==> config.mk <==
export PLATFORM = sky130hd
export DESIGN_NAME = mult_float_arbiter_flat
export DESIGN_NICKNAME = d
export VERILOG_FILES = /design/src/rtl/mult_float_arbiter_if.sv /design/src/rtl/mult_float_arbiter.sv /design/src/flat_wrapper.sv
export SDC_FILE = /design/constraint.sdc
export NUM_CORES = 2
export LEC_CHECK = 0
export ABC_AREA = 1
export BUFFER_PORTS_ARGS = -buffer_cell sky130_fd_sc_hd__buf_2
export CAP_MARGIN = 20
export CORE_ASPECT_RATIO = 0.6
export CORE_MARGIN = 2
export CORE_UTILIZATION = 56
export CTS_CLUSTER_SIZE = 24
export DETAILED_ROUTE_END_ITERATION = 8
export PLACE_DENSITY_LB_ADDON = 0.05
export SLEW_MARGIN = 20
export SYNTH_ARGS = -nofsm -noshare
export SYNTH_HDL_FRONTEND = slang
export SYNTH_SLANG_ARGS = --single-unit
export TNS_END_PERCENT = 30
==> constraint.sdc <==
create_clock -name clk -period 8.1 [get_ports clk]
set_input_delay 0.81 -clock clk [delete_from_list [all_inputs] [get_ports clk]]
set_output_delay 0.81 -clock clk [all_outputs]
set_load 0.005 [all_outputs]
==> src/rtl/mult_float_arbiter_if.sv <==
// Request/response bundle between the float datapath clients and the shared
// multiplier arbiter. Operands are packed 32 bits per requester, index 0 lowest.
interface mult_float_arbiter_if #(
  parameter int NUM_REQ = 4,
  parameter int ID_W    = 2,
  parameter int COUNT_W = 16
);
  logic [NUM_REQ-1:0]    req_valid;
  logic [NUM_REQ*32-1:0] req_a;
  logic [NUM_REQ*32-1:0] req_b;
  logic [NUM_REQ-1:0]    req_ready;
  logic                  rsp_valid;
  logic [31:0]           rsp_data;
  logic [ID_W-1:0]       rsp_id;
  logic                  rsp_ready;
  logic                  busy;
  logic [COUNT_W-1:0]    op_count;

  modport master (
    output req_valid, req_a, req_b, rsp_ready,
    input  req_ready, rsp_valid, rsp_data, rsp_id, busy, op_count
  );

  modport slave (
    input  req_valid, req_a, req_b, rsp_ready,
    output req_ready, rsp_valid, rsp_data, rsp_id, busy, op_count
  );
endinterface

==> src/rtl/mult_float_arbiter.sv <==
// Shared single-precision multiplier with a round-robin front end.
// One multiply in flight: IDLE grants, MUL registers the product, RESP holds it
// until the consumer takes it.
//
// state | meaning
// IDLE  | waiting for a request; grants the next valid requester round-robin
// MUL   | latched operands drive the multiplier; product registered at the edge
// RESP  | result presented until rsp_ready, then back to IDLE

module mult_32bits_float (
  input  logic [31:0] a_i,
  input  logic [31:0] b_i,
  output logic [31:0] p_o
);
  logic        sign;
  logic [47:0] ma, mb, prod;
  logic [23:0] mant;
  logic        guard, sticky;
  logic [24:0] mant_r;
  logic [9:0]  exp_s, exp_r;
  logic [22:0] frac;

  // Normals only: zero/denormal inputs give signed zero, Inf/NaN inputs give
  // signed Inf; the mantissa product is rounded to nearest-even.
  always_comb begin
    sign = a_i[31] ^ b_i[31];
    ma   = {24'd0, 1'b1, a_i[22:0]};
    mb   = {24'd0, 1'b1, b_i[22:0]};
    prod = ma * mb;
    if (prod[47]) begin
      mant   = prod[47:24];
      guard  = prod[23];
      sticky = |prod[22:0];
      exp_s  = {2'b00, a_i[30:23]} + {2'b00, b_i[30:23]} - 10'd126;
    end else begin
      mant   = prod[46:23];
      guard  = prod[22];
      sticky = |prod[21:0];
      exp_s  = {2'b00, a_i[30:23]} + {2'b00, b_i[30:23]} - 10'd127;
    end
    mant_r = {1'b0, mant} + {24'd0, guard & (sticky | mant[0])};
    exp_r  = mant_r[24] ? exp_s + 10'd1 : exp_s;
    frac   = mant_r[24] ? mant_r[23:1] : mant_r[22:0];
    if (a_i[30:23] == 8'd0 || b_i[30:23] == 8'd0) begin
      p_o = {sign, 31'd0};
    end else if (a_i[30:23] == 8'hFF || b_i[30:23] == 8'hFF) begin
      p_o = {sign, 8'hFF, 23'd0};
    end else if (exp_r[9] || exp_r == 10'd0) begin
      p_o = {sign, 31'd0};
    end else if (exp_r >= 10'd255) begin
      p_o = {sign, 8'hFF, 23'd0};
    end else begin
      p_o = {sign, exp_r[7:0], frac};
    end
  end
endmodule

module mult_float_arbiter #(
  parameter int NUM_REQ = 4,
  parameter int ID_W    = 2,
  parameter int COUNT_W = 16
) (
  input  logic                   clk,
  input  logic                   rst,
  mult_float_arbiter_if.slave    bus
);
  typedef enum logic [1:0] {IDLE, MUL, RESP} state_t;

  state_t             state_q, state_d;
  logic [ID_W-1:0]    last_grant_q, last_grant_d;
  logic [ID_W-1:0]    op_id_q, op_id_d;
  logic [ID_W-1:0]    rsp_id_q, rsp_id_d;
  logic [31:0]        op_a_q, op_a_d, op_b_q, op_b_d;
  logic [31:0]        rsp_data_q, rsp_data_d;
  logic               rsp_valid_q, rsp_valid_d;
  logic [COUNT_W-1:0] op_count_q, op_count_d;

  logic               grant_found;
  logic [ID_W-1:0]    grant_idx, cand;
  logic [31:0]        sel_a, sel_b, product;

  // Round-robin search starting just after the last winner; wraps to itself.
  always_comb begin
    grant_found = 1'b0;
    grant_idx   = '0;
    cand        = '0;
    for (int k = 1; k <= NUM_REQ; k++) begin
      cand = ID_W'((int'(last_grant_q) + k) % NUM_REQ);
      if (!grant_found && bus.req_valid[cand]) begin
        grant_found = 1'b1;
        grant_idx   = cand;
      end
    end
  end

  // Operand mux for the winning requester.
  always_comb begin
    sel_a = '0;
    sel_b = '0;
    for (int i = 0; i < NUM_REQ; i++) begin
      if (grant_idx == ID_W'(i)) begin
        sel_a = bus.req_a[32*i +: 32];
        sel_b = bus.req_b[32*i +: 32];
      end
    end
  end

  mult_32bits_float u_mul (
    .a_i (op_a_q),
    .b_i (op_b_q),
    .p_o (product)
  );

  // Next-state and handshake logic.
  always_comb begin
    state_d       = state_q;
    last_grant_d  = last_grant_q;
    op_id_d       = op_id_q;
    op_a_d        = op_a_q;
    op_b_d        = op_b_q;
    rsp_data_d    = rsp_data_q;
    rsp_id_d      = rsp_id_q;
    rsp_valid_d   = rsp_valid_q;
    op_count_d    = op_count_q;
    bus.req_ready = '0;
    unique case (state_q)
      IDLE: begin
        if (grant_found) begin
          bus.req_ready[grant_idx] = 1'b1;
          op_a_d       = sel_a;
          op_b_d       = sel_b;
          op_id_d      = grant_idx;
          last_grant_d = grant_idx;
          state_d      = MUL;
        end
      end
      MUL: begin
        rsp_data_d  = product;
        rsp_id_d    = op_id_q;
        rsp_valid_d = 1'b1;
        state_d     = RESP;
      end
      RESP: begin
        if (bus.rsp_ready) begin
          rsp_valid_d = 1'b0;
          op_count_d  = op_count_q + COUNT_W'(1);
          state_d     = IDLE;
        end
      end
      default: state_d = IDLE;
    endcase
  end

  // State and datapath registers; reset drops any in-flight operation.
  always_ff @(posedge clk or posedge rst) begin
    if (rst) begin
      state_q      <= IDLE;
      last_grant_q <= ID_W'(NUM_REQ - 1);
      op_id_q      <= '0;
      op_a_q       <= '0;
      op_b_q       <= '0;
      rsp_data_q   <= '0;
      rsp_id_q     <= '0;
      rsp_valid_q  <= 1'b0;
      op_count_q   <= '0;
    end else begin
      state_q      <= state_d;
      last_grant_q <= last_grant_d;
      op_id_q      <= op_id_d;
      op_a_q       <= op_a_d;
      op_b_q       <= op_b_d;
      rsp_data_q   <= rsp_data_d;
      rsp_id_q     <= rsp_id_d;
      rsp_valid_q  <= rsp_valid_d;
      op_count_q   <= op_count_d;
    end
  end

  assign bus.rsp_valid = rsp_valid_q;
  assign bus.rsp_data  = rsp_data_q;
  assign bus.rsp_id    = rsp_id_q;
  assign bus.busy      = (state_q != IDLE);
  assign bus.op_count  = op_count_q;
endmodule

==> src/flat_wrapper.sv <==
// flat-port wrapper written by rule: the top's interface ports become plain ports
module mult_float_arbiter_flat 
#(
  parameter int NUM_REQ = 4,
  parameter int ID_W    = 2,
  parameter int COUNT_W = 16
)
  (clk, rst, bus_req_valid, bus_req_a, bus_req_b, bus_rsp_ready, bus_req_ready, bus_rsp_valid, bus_rsp_data, bus_rsp_id, bus_busy, bus_op_count);
  mult_float_arbiter_if #(.NUM_REQ(NUM_REQ), .ID_W(ID_W), .COUNT_W(COUNT_W)) bus_i ();
  input  logic clk;
  input  logic rst;
  input wire logic [$bits(bus_i.req_valid)-1:0] bus_req_valid;
  input wire logic [$bits(bus_i.req_a)-1:0] bus_req_a;
  input wire logic [$bits(bus_i.req_b)-1:0] bus_req_b;
  input wire logic [$bits(bus_i.rsp_ready)-1:0] bus_rsp_ready;
  output wire logic [$bits(bus_i.req_ready)-1:0] bus_req_ready;
  output wire logic [$bits(bus_i.rsp_valid)-1:0] bus_rsp_valid;
  output wire logic [$bits(bus_i.rsp_data)-1:0] bus_rsp_data;
  output wire logic [$bits(bus_i.rsp_id)-1:0] bus_rsp_id;
  output wire logic [$bits(bus_i.busy)-1:0] bus_busy;
  output wire logic [$bits(bus_i.op_count)-1:0] bus_op_count;
  assign bus_i.req_valid = bus_req_valid;
  assign bus_i.req_a = bus_req_a;
  assign bus_i.req_b = bus_req_b;
  assign bus_i.rsp_ready = bus_rsp_ready;
  assign bus_req_ready = bus_i.req_ready;
  assign bus_rsp_valid = bus_i.rsp_valid;
  assign bus_rsp_data = bus_i.rsp_data;
  assign bus_rsp_id = bus_i.rsp_id;
  assign bus_busy = bus_i.busy;
  assign bus_op_count = bus_i.op_count;
  mult_float_arbiter #(.NUM_REQ(NUM_REQ), .ID_W(ID_W), .COUNT_W(COUNT_W)) u_core (.clk(clk), .rst(rst), .bus(bus_i));
endmodule
==> Word-level counts from Yosys, hierarchy flattened <==
Cells that the tools add are included.
{ "op_classes": {"multipliers": 1, "order_cmp": 7, "reduce_logical": 23, "eq_ne": 9, "n_addsub": 10, "n_bitwise": 3, "mux": 43} }
{ "op_table": {"columns": ["operator", "n"], "rows": [
  ["$mux W32", 8],
  ["$mux W31", 4],
  ["$mul A24 B24 Y48", 1],
  ["$add A24 B1 Y25", 1],
  ["$mux W24", 1],
  ["$mux W23", 1],
  ["$reduce_or A23 Y1", 1],
  ["$reduce_or A22 Y1", 1],
  ["$mux W10", 2],
  ["$add A16 B1 Y16 const B", 1],
  ["$eq A8 B8 Y1 const B", 2],
  ["$logic_not A8 Y1", 2],
  ["$lt A2 B3 Y1 const B", 5],
  ["$mux W1", 12],
  ["$mux W2", 6],
  ["$add A10 B1 Y10 const B", 1],
  ["$ge A10 B8 Y1 const B", 1],
  ["$logic_not A10 Y1", 1],
  ["$sub A10 B7 Y10 const B", 1],
  ["$sub A9 B7 Y10 const B", 1],
  ["$add A8 B8 Y9", 1],
  ["$bmux W1 S2", 4],
  ["$mux W4", 2],
  ["$reduce_and A2 Y1", 4],
  ["18 further kinds", 32]
]} }
{ "totals": {"wordCells": 105, "input_bits": 263, "output_inout_bits": 56, "regBits": 121} }

==> Logic depth before layout (Yosys ltp) <==
{ "logic_depth": {"word_depth": 19, "depth_mapped": 53, "depth_no_buf": 49} }

==> Cells and area by module <==
Synthesis repeated with hierarchy kept, for this count alone.
{ "hier_totals": {"cells_unflattened": 4478, "area_unflattened_um2": 30564.3} }
{ "modules_own_cells": {"columns": ["module", "cells_each", "area_each_um2", "seq_area_each_um2", "instances"], "rows": [
  ["mult_32bits_float", 3462, 23601.4, 0.0, 1],
  ["mult_float_arbiter", 1016, 6962.9, 3030.4, 1]
]} }

==> Worst setup path before layout <==
Ideal clock, no wire load.
{ "synth_timing": {"path_kind": "reg-to-reg", "from": "reg u_core.op_b_q[3]", "to": "reg u_core.rsp_data_q[14], in the netlist u_core.bus.rsp_data[14]", "period_less_slack_ns": 8.256, "setup_slack_ns": -0.156, "arrival_ns": 8.139, "required_time_ns": 7.984, "setup_time_ns": 0.116, "n_path_buf": 6, "stages_incl_launch_ff": 49, "cell_sequence": "dfrtp_1 > clkbuf_1 > clkbuf_1 > nand2_1 > fa_1 > inv_1 > fa_1 > inv_1 > fa_1 > inv_1 > fa_1 > inv_1 > fa_1 > inv_1 > fa_1 > inv_1 > fa_1 > inv_1 > (+13 left out) > buf_4 > mux2i_1 > nand2_1 > inv_1 > ha_1 > nand3_2 > nor2_4 > nand3_4 > buf_6 > nand2_1 > nand2_1 > nor3_2 > nand2_4 > nand3_4 > nor2_8 > buf_8 > nand2_2 > nand2_1"} }
{ "synth_via": {"elab_chain_cells": 12, "elab_cells_between_ends": 20, "classes_between": "2 x add/sub; 1 x mul; 1 x order compare; 10 x mux; 2 x bitwise; 4 x reduce/logical"} }
{ "synth_rtl": {"columns": ["element", "line_no", "rtl"], "rows": [
  ["start, declared", "mult_float_arbiter.sv:73", "logic [31:0] op_a_q, op_a_d, op_b_q, op_b_d;"],
  ["start signal, assigned", "mult_float_arbiter.sv:171", "op_b_q <= op_b_d;"],
  ["$mul A24 B24 Y48 *", "mult_float_arbiter.sv:29", "prod = ma * mb;"],
  ["$reduce_or A23 Y1 / $reduce_or A22 Y1 (equally long branches)", "mult_float_arbiter.sv:33, mult_float_arbiter.sv:38", null],
  ["$mux W1", "mult_float_arbiter.sv:30", "if (prod[47]) begin"],
  ["$or A1 B1 Y1", "mult_float_arbiter.sv:41", "mant_r = {1'b0, mant} + {24'd0, guard & (sticky | mant[0])};"],
  ["$and A1 B1 Y1", "mult_float_arbiter.sv:41", null],
  ["$add A24 B1 Y25", "mult_float_arbiter.sv:41", null],
  ["$mux W10", "mult_float_arbiter.sv:42", "exp_r = mant_r[24] ? exp_s + 10'd1 : exp_s;"],
  ["$ge A10 B8 Y1 / $logic_not A10 Y1 (equally long branches)", "mult_float_arbiter.sv:50, mult_float_arbiter.sv:48", null],
  ["$mux W31 / $logic_or A1 B1 Y1 (equally long branches)", "mult_float_arbiter.sv:50, mult_float_arbiter.sv:48", null],
  ["$mux W31 *", "mult_float_arbiter.sv:48", "end else if (exp_r[9] || exp_r == 10'd0) begin"],
  ["$mux W31 *", "mult_float_arbiter.sv:46", "end else if (a_i[30:23] == 8'hFF || b_i[30:23] == 8'hFF) begin"],
  ["$mux W31 *", "mult_float_arbiter.sv:44", "if (a_i[30:23] == 8'd0 || b_i[30:23] == 8'd0) begin"],
  ["end signal, assigned", "mult_float_arbiter.sv:172", "rsp_data_q <= rsp_data_d;"],
  ["end, declared", "mult_float_arbiter.sv:74", "logic [31:0] rsp_data_q, rsp_data_d;"]
]} }
Mark *: on every way between the ends. The rest lies on a longest branch, timed or not.
A chain may end at the register's enable or synchronous reset.

==> Final worst setup path <==
{ "layout_timing": {"from": "reg u_core.op_a_q[13]", "to": "reg u_core.rsp_data_q[16], in the netlist u_core.bus.rsp_data[16]"} }
{ "layout_via": {"elab_chain_cells": 12, "elab_cells_between_ends": 20, "classes_between": "2 x add/sub; 1 x mul; 1 x order compare; 10 x mux; 2 x bitwise; 4 x reduce/logical"} }
{ "layout_rtl": {"columns": ["element", "line_no", "rtl"], "rows": [
  ["start, declared", "mult_float_arbiter.sv:73", null],
  ["start signal, assigned", "mult_float_arbiter.sv:170", "op_a_q <= op_a_d;"],
  ["$mul A24 B24 Y48 *", "mult_float_arbiter.sv:29", null],
  ["$reduce_or A23 Y1 / $reduce_or A22 Y1 (equally long branches)", "mult_float_arbiter.sv:33, mult_float_arbiter.sv:38", null],
  ["$mux W1", "mult_float_arbiter.sv:30", null],
  ["$or A1 B1 Y1", "mult_float_arbiter.sv:41", null],
  ["$and A1 B1 Y1", "mult_float_arbiter.sv:41", null],
  ["$add A24 B1 Y25", "mult_float_arbiter.sv:41", null],
  ["$mux W10", "mult_float_arbiter.sv:42", null],
  ["$ge A10 B8 Y1 / $logic_not A10 Y1 (equally long branches)", "mult_float_arbiter.sv:50, mult_float_arbiter.sv:48", null],
  ["$mux W31 / $logic_or A1 B1 Y1 (equally long branches)", "mult_float_arbiter.sv:50, mult_float_arbiter.sv:48", null],
  ["$mux W31 *", "mult_float_arbiter.sv:48", null],
  ["$mux W31 *", "mult_float_arbiter.sv:46", null],
  ["$mux W31 *", "mult_float_arbiter.sv:44", null]
]} }
Marked as above.

==> metrics.md <==
| Metric | Value |
|---|---|
| Vias in the first global route | `27000` |
| TritonCTS Buffers | `17` |
| Most used cell, CP | `fa_1` |
| Post-Layout Cell Count | `5503` |
| Initial antenna violation count | `8` |
| Max transition margin | `39.5%` |
| Distinct cell type count after synthesis | `53` |
| Minimum clock period | `8.11 ns` |
| Commonest cells after routing, fill and taps aside | `nand2_1, inv_1, fa_1` |
| Gate Count Post-Synth | `4275` |
| Multi-input gate area | `0.0225 mm2` |
| Worst-path maximum fanout | `7` |
| Critical path's slowest cell | `fa_1` |
| Die Height | `183 um` |
| Synth async-reset ratio | `100%` |
| Nets@finish | `5716` |
| Max-cap violations | `0` |
| Core Box Area | `0.0525 mm2` |
| Number of synthesized flops with an enable pin | `0` |
| CP required | `8.45 ns` |
| Ys flop type | `dfrtp_1` |
| Pin count of the biggest net entering global routing | `80` |
| Initial Util | `56.6%` |
| DRT iter0 DRCs | `2722` |
| FF+latch area | `0.00306 mm2` |
| Final slew viol count | `0` |
| Overflow after GRT | `0` |
| Crit path capture type | `flop` |
| Final Setup Violations | `6` |
| Clk slew on worst S/H paths | `0.06 ns` |
| Commonest non-fill, non-tap cell in the layout | `nand2_1` |
| Via count | `28100` |
| Worst-Margin Slew | `0.885 ns` |
| Hold WS | `0.471 ns` |
| RSZ-0062 raised after global routing | `true` |
| Clk buf depth | `2` |
| Setup crit start kind | `flop` |
| DRC | `0` |
| Port Buffer Count | `318` |
| Synth Register Bits | `121` |
| DR pass1 iterations | `6` |
| CTS tree | `done` |
| DIE AREA | `0.0551 mm2` |
| CP peak stage delay | `0.58 ns` |
| Maximum level of the CTS H-tree | `4` |
| Vias/cell | `5.11` |
| Routed WL per cell | `17.6 um` |
| Fin worst setup slack | `-0.00667 ns` |
| Data arrival, critical path | `8.45 ns` |
| Worst clock skew | `0.0220 ns` |
| Reg2reg setup slack | `-0.007 ns` |
| Fin. Hold Viols | `0` |
| Failing checks | `negative setup slack` |
| Die W | `302 um` |
| Post-Route WL | `97.0 mm` |
| Clk sink count | `121` |
| # rows | `65` |
| Worst min-delay path class | `flop to flop` |
| Ports | `319` |
| Fmax achieved | `123 MHz` |
| Worst-skew pair later-pin latency | `0.47 ns` |
| Syn avg cell area | `6.96 um2` |
| Gr usage total | `34.7%` |
| First-pass GRT wire length | `148 mm` |
| Area grow syn2layout | `20.9%` |
| Worst setup path class | `flop to flop` |
| Fillcell total | `4676` |
| Fin util | `68.5%` |
| Placed cells | `5415` |
| Mapped cell area | `0.0298 mm2` |
| Layout cells sized above 1 | `19.7%` |
| Share of the yosys chip area belonging to registers | `10.2%` |
| Post-Syn Nets | `5207` |
| Clk root buf | `clkbuf_16` |
| Post-CTS Hold Fix Bufs | `0` |
| Status | `complete, but fails checks` |
| Final ANT Viol Nets | `0` |
| HPWL after detailed placement | `78.8 mm` |
| Placer Congestion | `0.992` |
| Synth warn | `0` |
| Period utilization | `100%` |
-- worst max-delay path: cells and delay by family (launching register included) --
| kind | cells | cell delay, ns |
|---|---|---|
| flops | 1 | 0.50 |
| mux | 1 | 0.25 |
| buf+inv | 10 | 0.95 |
| simple gates | 20 | 2.03 |
| compound gates | 1 | 0.20 |
| fa+ha+maj | 9 | 4.03 |
-- worst paths after layout --
kind,startpoint,endpoint,cells past startpoint
worst max-delay path,u_core.op_a_q[13],u_core.bus.rsp_data[16],41
worst min-delay path,u_core.bus.rsp_data[3],u_core.bus.rsp_data[3],2
worst max register to register,u_core.op_a_q[13],u_core.bus.rsp_data[16],41
min in group asynchronous,rst,u_core.bus.op_count[2],2
worst min register to register,u_core.bus.rsp_data[3],u_core.bus.rsp_data[3],2
max in group asynchronous,rst,u_core.op_a_q[13],3
-- stage by stage --
stage | setup WS (ns) | setup TNS, ns | cell area [um2]
finish | -0.00667 | -0.0221 | 36000
global route | -0.332 | -8.34 | 36000
CTS | 0.00987 | 0 | 34700
detailed placement | -0.0241 | -0.0247 | 34000
global placement | 0.0359 | 0 | 34000
floorplan | 0.0175 | 0 | 29800
-- cells in the mapped netlist, drive strengths merged (6+ instances only) --
cell type / instances / area, um2
nand3: 154 / 831
nand2: 1487 / 5740
xnor2: 18 / 158
buf: 16 / 144
nor2: 183 / 843
a211oi: 12 / 90.1
o21ai: 82 / 418
nor3: 19 / 105
a21oi: 103 / 523
a221oi: 12 / 105
clkbuf: 139 / 522
nand4: 31 / 200
inv: 1122 / 4210
a31oi: 8 / 50.1
dfrtp: 119 / 2980
nand3b: 6 / 45.0
xor2: 51 / 447
nor4: 12 / 75.1
fa: 483 / 9670
ha: 186 / 2330
-- kinds of logic after synthesis --
| logic type | synth area share [%] |
|---|---|
| muxes | 0.139 |
| buffers and inverters | 16.5 |
| xor gates and xnor gates | 2.03 |
| and+or+nand+nor | 26.4 |
| AOI/OAI and AO/OA | 4.44 |
| DFF | 10.2 |
| adders and majority gates | 40.3 |
-- registers in the layout, indices dropped and copies added (netlist names) --
signal                flops
u_core.bus.rsp_data      32
u_core.op_a_q            32
u_core.op_b_q            32
u_core.bus.op_count      16
u_core.bus.rsp_id         2
u_core.last_grant_q       2
u_core.op_id_q            2
u_core.state_q            2
u_core.bus.rsp_valid      1
-- area by class of cell --
class / count / area share (%)
multi-input combinational: 2874 / 62.6
timing repair buffer: 644 / 12.9
inverter: 1125 / 11.8
sequential: 121 / 8.49
tap: 703 / 2.45
clock buffer: 19 / 1.26
clock inverter: 13 / 0.428
antenna: 3 / 0.0209
timing repair inverter: 1 / 0.0174
-- timing repair --
action	4_1_cts	5_1_grt
cloned	0	9
setup buffers	5	39
pin swaps	1	66
hold endpoints to repair	0	0
resized for setup	1	200
endpoints found under the setup margin	7	31
-- routing by layer --
| metal | up-vias | global-route usage, % | wire length (um) |
|---|---|---|---|
| met3 | 126 | 7.56 | 11200 |
| met5 | - | 0 | 0 |
| li1 | 13400 | - | - |
| met2 | 1322 | 48.9 | 38700 |
| met1 | 13300 | 53.7 | 44500 |
| met4 | 0 | 8.44 | 2540 |
Power is left out: the tool's default activity adds up to more than one toggle a clock period on the data nets, which glitch-free logic cannot reach.
